`src/rtl/pcpi_link_pkg.sv`:
```
// Definitions shared by the PCPI nibble-link transmitter and receiver:
// link widths and the handshake state encoding.
package pcpi_link_pkg;

  localparam int NIBBLE_W = 4;
  localparam int DATA_W   = 32;

  typedef enum logic [1:0] {
    IDLE,
    ARM,
    PRESENT,
    RELEASE
  } tx_state_t;

endpackage

```
`src/rtl/sync_2ff.sv`:
```
// Two-flop synchronizer for a single asynchronous level. The output resets to 0.
module sync_2ff (
  input  logic clk,
  input  logic rst_n,
  input  logic d,
  output logic q
);

  logic r_meta;
  logic r_sync;

  // NOTE: sequential state always uses non-blocking assignments, so every flop
  // samples the value that was present before the clock edge.
  always_ff @(posedge clk or negedge rst_n) begin
    if (!rst_n) begin
      r_meta <= 1'b0;
      r_sync <= 1'b0;
    end else begin
      r_meta <= d;
      r_sync <= r_meta;
    end
  end

  assign q = r_sync;

endmodule

```
`src/rtl/pcpi_result_tx.sv`:
```
// Serializes a written-back PCPI result as LSB-first nibbles. Each nibble uses a
// four-phase valid/ack handshake with the host, and every ack wait is bounded by a timeout.
module pcpi_result_tx
  import pcpi_link_pkg::*;
#(
  parameter int NIBBLES     = 8,
  parameter int TIMEOUT_CYC = 255
) (
  input  logic                         clk,
  input  logic                         rst_n,
  input  logic                         pcpi_ready,
  input  logic                         pcpi_wr,
  input  logic [NIBBLE_W*NIBBLES-1:0]  pcpi_rd,
  input  logic                         tx_ack,
  input  logic                         err_clr,
  output logic [NIBBLE_W-1:0]          tx_nibble,
  output logic                         tx_valid,
  output logic                         tx_busy,
  output logic                         tx_done,
  output logic                         err_overrun,
  output logic                         err_timeout
);

  localparam int W     = NIBBLE_W * NIBBLES;
  localparam int IDX_W = (NIBBLES > 1) ? $clog2(NIBBLES) : 1;

  tx_state_t            r_state;
  tx_state_t            w_next_state;
  logic                 w_ack_s;
  logic [W-1:0]         r_shreg;
  logic [IDX_W-1:0]     r_idx;
  logic [7:0]           r_wcnt;
  logic [NIBBLE_W-1:0]  r_tx_nibble;
  logic                 r_tx_done;
  logic                 r_err_overrun;
  logic                 r_err_timeout;
  logic                 w_completion;
  logic                 w_expired;
  logic                 w_last;
  logic                 w_timeout_evt;
  logic                 w_finish;

  sync_2ff u_ack_sync (
    .clk   (clk),
    .rst_n (rst_n),
    .d     (tx_ack),
    .q     (w_ack_s)
  );

  assign w_completion = pcpi_ready && pcpi_wr;
  assign w_expired    = (r_wcnt == 8'(TIMEOUT_CYC - 1));
  assign w_last       = (r_idx == IDX_W'(NIBBLES - 1));

  always_ff @(posedge clk or negedge rst_n) begin
    if (!rst_n) r_state <= IDLE;
    else        r_state <= w_next_state;
  end

  // NOTE: every signal written here gets a default first; without it a path
  // that leaves a signal unassigned would infer a latch.
  always_comb begin
    w_next_state  = r_state;
    w_timeout_evt = 1'b0;
    w_finish      = 1'b0;
    unique case (r_state)
      IDLE: if (w_completion) w_next_state = ARM;
      // ARM waits for the host to release ack before the first nibble is shown.
      ARM: begin
        if (!w_ack_s) w_next_state = PRESENT;
        else if (w_expired) begin
          w_next_state  = IDLE;
          w_timeout_evt = 1'b1;
        end
      end
      PRESENT: begin
        if (w_ack_s) w_next_state = RELEASE;
        else if (w_expired) begin
          w_next_state  = IDLE;
          w_timeout_evt = 1'b1;
        end
      end
      RELEASE: begin
        if (!w_ack_s) begin
          w_next_state = w_last ? IDLE : PRESENT;
          w_finish     = w_last;
        end else if (w_expired) begin
          w_next_state  = IDLE;
          w_timeout_evt = 1'b1;
        end
      end
      default: w_next_state = IDLE;
    endcase
  end

  always_comb begin
    tx_valid = (r_state == PRESENT);
    tx_busy  = (r_state != IDLE);
  end

  always_ff @(posedge clk or negedge rst_n) begin
    if (!rst_n) begin
      r_shreg       <= '0;
      r_idx         <= '0;
      r_wcnt        <= '0;
      r_tx_nibble   <= '0;
      r_tx_done     <= 1'b0;
      r_err_overrun <= 1'b0;
      r_err_timeout <= 1'b0;
    end else begin
      r_tx_done <= w_finish;
      if (r_state != w_next_state) r_wcnt <= '0;
      else if (r_state != IDLE)    r_wcnt <= r_wcnt + 8'd1;

      if (r_state == IDLE && w_completion) begin
        r_shreg <= pcpi_rd;
        r_idx   <= '0;
      end

      // The nibble register only loads on PRESENT entry, so it is stable while valid.
      if (r_state == ARM && w_next_state == PRESENT) begin
        r_tx_nibble <= r_shreg[NIBBLE_W-1:0];
      end
      if (r_state == RELEASE && w_next_state == PRESENT) begin
        r_shreg     <= r_shreg >> NIBBLE_W;
        r_idx       <= r_idx + 1'b1;
        r_tx_nibble <= r_shreg[2*NIBBLE_W-1:NIBBLE_W];
      end

      // A new error event takes priority over a simultaneous clear.
      if (w_completion && r_state != IDLE) r_err_overrun <= 1'b1;
      else if (err_clr)                    r_err_overrun <= 1'b0;
      if (w_timeout_evt)                   r_err_timeout <= 1'b1;
      else if (err_clr)                    r_err_timeout <= 1'b0;
    end
  end

  assign tx_nibble   = r_tx_nibble;
  assign tx_done     = r_tx_done;
  assign err_overrun = r_err_overrun;
  assign err_timeout = r_err_timeout;

endmodule
```
`config.mk`:
```
export PLATFORM = sky130hd
export DESIGN_NAME = pcpi_result_tx
export DESIGN_NICKNAME = d
export VERILOG_FILES = /design/src/rtl/pcpi_link_pkg.sv /design/src/rtl/sync_2ff.sv /design/src/rtl/pcpi_result_tx.sv
export SDC_FILE = /design/constraint.sdc
export NUM_CORES = 1
export LEC_CHECK = 0
export CAP_MARGIN = 20
export CORE_MARGIN = 1.5
export CORE_UTILIZATION = 55
export DETAILED_ROUTE_END_ITERATION = 6
export PLACE_DENSITY_LB_ADDON = 0.05
export SYNTH_ARGS = -nofsm -noshare
export SYNTH_HDL_FRONTEND = slang
export SYNTH_SLANG_ARGS = --single-unit
```
`constraint.sdc`:
```
create_clock -name clk -period 5.07 [get_ports clk]
set_input_delay 0.7605 -clock clk [delete_from_list [all_inputs] [get_ports clk]]
set_output_delay 0.7605 -clock clk [all_outputs]
set_load 0.03 [all_outputs]
```
==> results of run 1 <==
[registers in the layout (all words and copies together), names as in the netlist]
| register | flops |
|---|---|
| r_state | 2 |
| u_ack_sync.r_meta | 1 |
| tx_done | 1 |
| r_shreg | 32 |
| r_wcnt | 8 |
| tx_nibble | 4 |
| err_overrun | 1 |
| err_timeout | 1 |
| r_idx | 3 |
| u_ack_sync.q | 1 |
[cells by family (layout without fill, tap and decap cells)]
family | Yosys count | count (layout) | synth area share, %
buffers and inverters | 19 | 62 | 4.34
and+or+nand+nor | 109 | 109 | 19.8
DFF | 54 | 54 | 55.1
muxes | 2 | 2 | 0.867
xor gates and xnor gates | 6 | 6 | 2.14
AOI/OAI and AO/OA | 57 | 57 | 15.7
adders and majority gates | 4 | 4 | 2.04
[worst paths after layout]
path | start | to | slack [ns] | depth (start not counted)
setup reg to reg | r_idx[0]$_DFFE_PN0P_ | r_shreg[7]$_DFFE_PN0P_ | 2.67 | 7
max in group asynchronous | rst_n | u_ack_sync.q$_DFF_PN0_ | 4.06 | 2
setup / recovery | r_state[1]$_DFF_PN0_ | tx_busy | 2.50 | 3
hold / removal | u_ack_sync.r_meta$_DFF_PN0_ | u_ack_sync.q$_DFF_PN0_ | 0.35 | 0
min in group asynchronous | rst_n | tx_nibble[1]$_DFFE_PN0P_ | 0.56 | 2
hold reg to reg | u_ack_sync.r_meta$_DFF_PN0_ | u_ack_sync.q$_DFF_PN0_ | 0.35 | 0
[layer usage]
metal,global-route usage [%],up-vias
met3,5.52,10
li1,-,944
met2,32.4,39
met4,7.69,0
met5,0,-
met1,26.9,896
[area by class of cell]
class / instances / area [um^2]
repair buffers: 49 / 485
flip-flops and latches: 54 / 1350
inverters: 5 / 18.8
fillers: 376 / 1320
clock buffers: 7 / 86.3
multi-input cells: 178 / 995
clock inverters: 1 / 5.00
well taps: 52 / 65.1
[critical path, cell delays in order (launching register included)]
cell and delay (ns):
dfrtp_1 0.56, nor2_1 0.13, inv_1 0.12, clkdlybuf4s50_1 0.68
[cell usage in the layout, fill, tap and decap left out, types with 2 or more instances in the layout]
cell type,count
nor2_1,9
clkbuf_8,6
a22oi_1,28
xnor2_1,5
o22ai_1,6
o21ai_0,11
clkdlybuf4s50_1,45
nand2_1,76
inv_1,5
o31ai_1,4
nor3_1,2
a21oi_1,6
ha_1,4
and2b_1,2
buf_4,2
nand3_1,3
nand2b_1,6
nor3b_1,2
dfrtp_1,54
[power breakdown]
part	switching, mW	internal (mW)
Combinational	0.185	0.159
Clock	0.135	0.110
Sequential	0.0894	0.557
Total	0.409	0.826
[per-stage QoR]
step / std cells / setup WS (ns) / hold slack (ns)
floorplan: 251 / 3.33 / 0.331
global placement: 337 / 2.12 / 0.333
detailed placement: 337 / 2.11 / 0.335
CTS: 345 / 2.40 / 0.354
global route: 346 / 2.40 / 0.367
finish: 346 / 2.50 / 0.352
==> results.ini, run 1 <==
[synthesis]
synthCells = 251
synth_commonest_cells = 76 x nand2_1, 54 x dfrtp_1, 28 x a22oi_1
synth-edff-count = 0
synth_area_leaders = dfrtp_1 55%, nand2_1 12%, a22oi_1 8.6%
syn_area_mm2 = 0.00245
ys_ff_latch = 54
ys_warn_count = 0
synth-seq-area-share_pct = 55.1
synth.most_common_cell = nand2_1
syn-num-nets = 293
synth.distinct_cells = 34
syn_area_per_cell_um2 = 9.77
synth_top_area_cell = dfrtp_1
ys.flop_type = dfrtp_1
synth_top_area_share_pct = 55.1
synth-async-reset-ratio_pct = 100

[place]
gp_congestion = 0.779
hpwl_um = 3030
portBuffers = 46
place_area_mm2 = 0.00290

[clock_tree]
clkSinkCount = 54
ctsHoldBuffers = 0
post_cts_buffers = 0
cts_resized = 0
cts_root_buffer = clkbuf_8
ctsLongestPathBuffers = 2
cts.clk_slew.worst_paths_ns = 0.10
htreeDepth = 2
cts-buffers-inserted = 5
tritoncts = done
clk_latency_ns = 0.31

[job]
max-cap-violations = 0

[hold_path]
hold_path_class = reg -> reg

[global_route]
grt_pass1_vias = 1777
grt_antenna_before_repair = 0
grt_max_degree = 55
grt_pass1_wl_um = 7940
grt_overflow_total = 0
track_usage_pct = 20.4

[cells_and_area]
post-route-util_pct = 69.5
area_growth_pct = 22.6
drive_gt1_share_pct = 5.44
finalInstanceArea_mm2 = 0.00301
antenna_cells = 0
fin_nets = 335

[critical_path]
cp.required_ns = 4.31
worstSetupPathType = reg -> out
critPathMaxFanout = 13
worstPathArrival_ns = 1.81
crit_path_end_kind = output pin
worstSetupStartpointType = flip-flop

[sta]
finalCriticalPeriod_ns = 2.57
grt_setup_unrepaired = no
skew_ns = 0.0144
finalSetupTns_ns = 0
max_freq_mhz = 390
worst_pin_slew_ns = 0.767
finalHoldViolations = 0
setup_viol = 0
period_share_pct = 50.6
drv_slew = 0
slew_headroom_pct = 48.9

[route]
drt_wl_total_um = 4650
dr.first_iter.drc_count = 155
drc = 0
first_pass_iters = 4
ant_nets = 0
vias = 1889
avgViaCountPerCell = 5.46
wl_met2_um = 2230
wire_per_inst_um = 13.4
top_layer = met4
wl_met1_um = 2150
met3_length_um = 184

[die]
die_h_um = 69.8
ioPinCount = 47
fp.dieW_um = 69.8
fp.dieArea_mm2 = 0.00487
num_rows = 24
start_util_pct = 56.7
coreArea_mm2 = 0.00432

[run_status]
status = complete, no violations

[power_and_ir_drop]
total_power_mw = 1.24
ir_drop_mv = 0.210
power.leakage_nw = 1.41
p_per_area_mw_per_mm2 = 411

(Power assumes the default switching activity.)
==> run 2: changes to the inputs <==
Settings changed: CORE_UTILIZATION 55 to 46.
Clock period 5.07 ns to 2.1 ns, I/O delays scaled along.
==> run 2 against run 1 <==
Sequential share of layout area down 1.2 points; worst hold slack better by 0.0033 ns; via count increased by 0.21%; core utilization down 9.0 points; global-route usage fell by 1.9 points; die area grew 19%; register-to-register slack got worse by 2.3 ns; sequential cell count did not move; critical path type unchanged; critical endpoint is now tx_valid; highest routed layer unchanged.
==> results.ini, run 2 (same netlist as run 1, synthesis figures left out) <==
[cells_and_area]
drive_gt1_share_pct = 7.64
antenna_cells = 0
top_register = r_shreg
fin_nets = 342
largest_reg_flops = 32
final_cell_mix = 76 x nand2_1, 53 x dfrtp_1, 44 x clkdlybuf4s50_1
finalInstanceArea_mm2 = 0.00309
final_common_cell = nand2_1
area_growth_pct = 26.1
fill_cells = 468

[critical_path]
worstPathArrival_ns = 1.69
critPathMaxFanout = 12
rr_worst_depth = 5
worstSetupStartpointType = flip-flop
cp.required_ns = 1.78
r2r-end = r_idx[0]$_DFFE_PN0P_
crit_path_end_kind = output pin
worstSetupPathType = reg -> out
worst-r2r-setup-slack_ns = 0.34
r2r_start = r_idx[0]$_DFFE_PN0P_

[die]
ioPinCount = 47
start_util_pct = 48.0
fp.dieArea_mm2 = 0.00578
num_rows = 26
fp.dieW_um = 76.0
coreArea_mm2 = 0.00511
die_h_um = 76.0

[sta]
period_share_pct = 95.2
skew_ns = 0.00841
setup_viol = 0
worst_pin_slew_ns = 0.450
finalHoldViolations = 0
finalCriticalPeriod_ns = 2.00
grt_setup_unrepaired = no
max_freq_mhz = 500
drv_slew = 0
slew_headroom_pct = 70.0
fin_worst_hold_slack_ns = 0.355
finalWorstSetupSlack_ns = 0.0999
finalSetupTns_ns = 0

[place]
hpwl_um = 3390
gp_congestion = 0.796
dp_slack_ns = 0.308
portBuffers = 46
place_area_mm2 = 0.00299

[power_and_ir_drop]
p_seq_share_pct = 51.8
switching_share_pct = 32.5
power.switching_uw = 971
ir_drop_mv = 0.549
combPwrFrac_pct = 28.8
clockPowerShare_pct = 19.3
p_per_area_mw_per_mm2 = 966
power.internal_mw = 2.02
total_power_mw = 2.99
power.leakage_nw = 1.44

[route]
drt_wl_total_um = 4790
first_pass_iters = 4
wire_per_inst_um = 12.9
ant_nets = 0
vias = 1893
drc = 0
avgViaCountPerCell = 5.10
dr.first_iter.drc_count = 119

[hold_path]
hp-start = u_ack_sync.r_meta$_DFF_PN0_
hold_path_class = reg -> reg
hold_path_depth = 0
holdPathEnd = u_ack_sync.q$_DFF_PN0_

[run_status]
status = complete, no violations

[global_route]
grt_pass1_vias = 1832
grt_pass1_wl_um = 8600
grt_overflow_total = 0
grt_antenna_before_repair = 0
grt_max_degree = 33
track_usage_pct = 18.6

[clock_tree]
cts.clk_slew.worst_paths_ns = 0.08
cts_root_buffer = clkbuf_8
clk_latency_ns = 0.30
ctsLongestPathBuffers = 2
post_cts_buffers = 0
htreeDepth = 2
cts-buffers-inserted = 5
clkSinkCount = 54
tritoncts = done

[job]
max-cap-violations = 0

[run 2: cell count changes in the layout (fill, tap and decap cells not counted), sizes merged]
cell           before  now
buf                 4   10
clkdlybuf4s50      45   44
dlygate4sd3         0    1
dlymetal6s2s        0    1
[run 2: cell type report]
class | count | area, um^2 | share of cell area [%]
sequential | 54 | 1350 | 43.7
multi-input combinational | 178 | 995 | 32.2
timing repair buffer | 56 | 548 | 17.7
tap | 70 | 87.6 | 2.83
clock buffer | 7 | 86.3 | 2.79
inverter | 5 | 18.8 | 0.607
clock inverter | 1 | 5.00 | 0.162
[run 2: worst max path at each step]
stage	from	endpoint	slack [ns]	depth (start not counted)
3_5_place_dp	pcpi_ready	r_wcnt[7]$_DFFE_PN0P_	0.31	5
2_1_floorplan	r_idx[0]$_DFFE_PN0P_	r_idx[0]$_DFFE_PN0P_	0.36	7
4_1_cts	r_state[0]$_DFF_PN0_	tx_busy	0.01	3
3_3_place_gp	pcpi_ready	r_wcnt[4]$_DFFE_PN0P_	0.32	5
5_1_grt	r_state[0]$_DFF_PN0_	tx_valid	0.05	2
6_report	r_state[0]$_DFF_PN0_	tx_valid	0.1	2
[run 2: critical path, cell delays in order, from the launching register on]
cell and delay (ns):
dfrtp_2 0.48, and2b_1 0.24, clkdlybuf4s50_1 0.67
[run 2: power by group through the flow]
stage               registers, mW  logic (mW)  clock network [mW]
floorplan                    1.60       0.510                   0
global placement             1.56       0.860                   0
detailed placement           1.57       0.873                   0
CTS                          1.55       0.877               0.602
global route                 1.59       0.986               0.637
finish                       1.55       0.862               0.577
[run 2: per-stage QoR]
step | utilization [%] | cells
after global placement | 58.5 | 362
after detailed placement | 58.5 | 362
after global routing | 60.6 | 371
after CTS | 60.5 | 371
final | 60.6 | 371
after floorplan | - | 251
[run 2: repair_timing]
item / 4_1_cts / 5_1_grt
resized for setup: 0 / 2
hold buffers: 1 / 0
endpoints found under the setup margin: 0 / 1
hold endpoints to repair: 13 / 0
[run 2: metal layers]
metal / share of wire, % / routed length (um) / global-route usage [%]
met1: 49 / 2360 / 26.1
met2: 45 / 2180 / 29.1
met3: 3.7 / 176 / 3.35
met4: 1.5 / 72 / 6.67
met5: 0 / 0 / 0
==> run 3: changes to the inputs <==
Settings changed: CORE_UTILIZATION 46 to 55, DONT_BUFFER_PORTS from default to 1.
Clock period 2.1 ns to 2.2 ns, I/O delays scaled along.
==> run 3 against run 2 <==
Combinational power decreased by 34%; clock skew down 0.0024 ns; highest routed layer unchanged; critical path depth increased by 3; first-iteration DRC count is 39% higher; via count fell by 7.1%; sequential power is 3% higher; final cell count decreased by 18%; clock power fell by 4.3%.
==> results.ini, run 3 (same netlist as run 1, synthesis figures left out) <==
[die]
ioPinCount = 47
fp.dieArea_mm2 = 0.00487
start_util_pct = 56.7
num_rows = 24
fp.dieW_um = 69.8
coreArea_mm2 = 0.00432
die_h_um = 69.8

[route]
drc = 0
wire_per_inst_um = 15.8
ant_nets = 0
vias = 1759
avgViaCountPerCell = 5.81
drt_wl_total_um = 4780
first_pass_iters = 4
dr.first_iter.drc_count = 166

[critical_path]
crit_path_end_kind = flip-flop
crit_path_top_delay_cell = dfrtp_1
worstPathArrival_ns = 1.90
worstSetupPathType = reg -> reg
path_cells = ha_1, ha_1, and4bb_2, buf_4, o21ai_0
cp.required_ns = 2.37
crit_top_cell = ha_1
worstSetupStartpointType = flip-flop
worst-r2r-setup-slack_ns = 0.47
critPathMaxFanout = 37
cp_top_family = flip-flops
crit_buf_inv = 1
slowest_delay_ns = 0.40

[clock_tree]
cts.clk_slew.worst_paths_ns = 0.10
cts_resized = 0
htreeDepth = 2
clk_latency_ns = 0.30
tritoncts = done
cts_root_buffer = clkbuf_8
post_cts_buffers = 0
clkSinkCount = 54
cts-buffers-inserted = 5
ctsLongestPathBuffers = 2
ctsHoldBuffers = 2

[global_route]
use_met3_pct = 6.10
grt_overflow_total = 0
grt_antenna_before_repair = 0
grt_pass1_wl_um = 8080
grt_pass1_vias = 1669
track_usage_pct = 20.8
grt_use_met2_pct = 32.8
grt-busiest-layer = met2
grt_use_met1_pct = 28.0
grt_max_degree = 55

[sta]
worst_pin_slew_ns = 0.516
finalHoldViolations = 0
max_freq_mhz = 577
setup_viol = 0
period_share_pct = 78.8
drv_slew = 0
slew_headroom_pct = 65.6
finalCriticalPeriod_ns = 1.73
fin_worst_hold_slack_ns = 0.0493
finalSetupTns_ns = 0
grt_setup_unrepaired = no
skew_ns = 0.00605

[cells_and_area]
final_common_cell = nand2_1
final_cell_mix = 76 x nand2_1, 54 x dfrtp_1, 28 x a22oi_1
largest_reg_flops = 32
finalInstanceArea_mm2 = 0.00260
fin_nets = 292
antenna_cells = 0
drive_gt1_share_pct = 7.17
area_growth_pct = 5.92
top_register = r_shreg

[power_and_ir_drop]
power.leakage_nw = 1.24
ir_drop_mv = 0.519
p_per_area_mw_per_mm2 = 1040

[job]
max-cap-violations = 0

[place]
gp_congestion = 0.762
hpwl_um = 3230
portBuffers = 0
place_area_mm2 = 0.00245

[hold_path]
hold_path_class = in -> reg

[run_status]
status = complete, no violations

run 3: cell type report:
class                   count  area (um^2)
clock inverters             3         23.8
repair buffers              6         75.1
multi-input cells         178          995
fillers                   395         1730
well taps                  52         65.1
inverters                   5         18.8
clock buffers               5         68.8
flip-flops and latches     54         1350
run 3: where the power goes:
part	switching (mW)	total (mW)	internal, mW	leakage, nW
Combinational	0.324	0.570	0.246	0.489
Clock	0.324	0.552	0.228	0.0408
Sequential	0.305	1.59	1.28	0.714
Total	0.952	2.71	1.76	1.24
run 3: final timing paths:
kind	from	to	cells after the start
hold / removal	tx_ack	u_ack_sync.r_meta$_DFF_PN0_	0
max in group asynchronous	rst_n	r_idx[0]$_DFFE_PN0P_	2
hold reg to reg	u_ack_sync.r_meta$_DFF_PN0_	u_ack_sync.q$_DFF_PN0_	0
setup reg to reg	r_idx[0]$_DFFE_PN0P_	r_idx[2]$_DFFE_PN0P_	5
setup / recovery	r_idx[0]$_DFFE_PN0P_	r_idx[2]$_DFFE_PN0P_	5
min in group asynchronous	rst_n	r_shreg[7]$_DFFE_PN0P_	2
run 3: routing by layer:
| layer | wire [um] | share of wire, % |
|---|---|---|
| met4 | 25 | 0.52 |
| met1 | 2140 | 45 |
| met3 | 238 | 5.0 |
| met5 | 0 | 0 |
| met2 | 2370 | 50 |
run 3: metrics by stage:
stage               std cells  power (mW)  setup WS, ns  util, %
floorplan                 251        2.02         0.463        -
global placement          292        2.09         0.148     56.7
detailed placement        292        2.15         0.116     56.7
CTS                       302        2.73        0.0978     59.7
global route              303        2.91         0.348     60.1
finish                    303        2.71         0.466     60.1
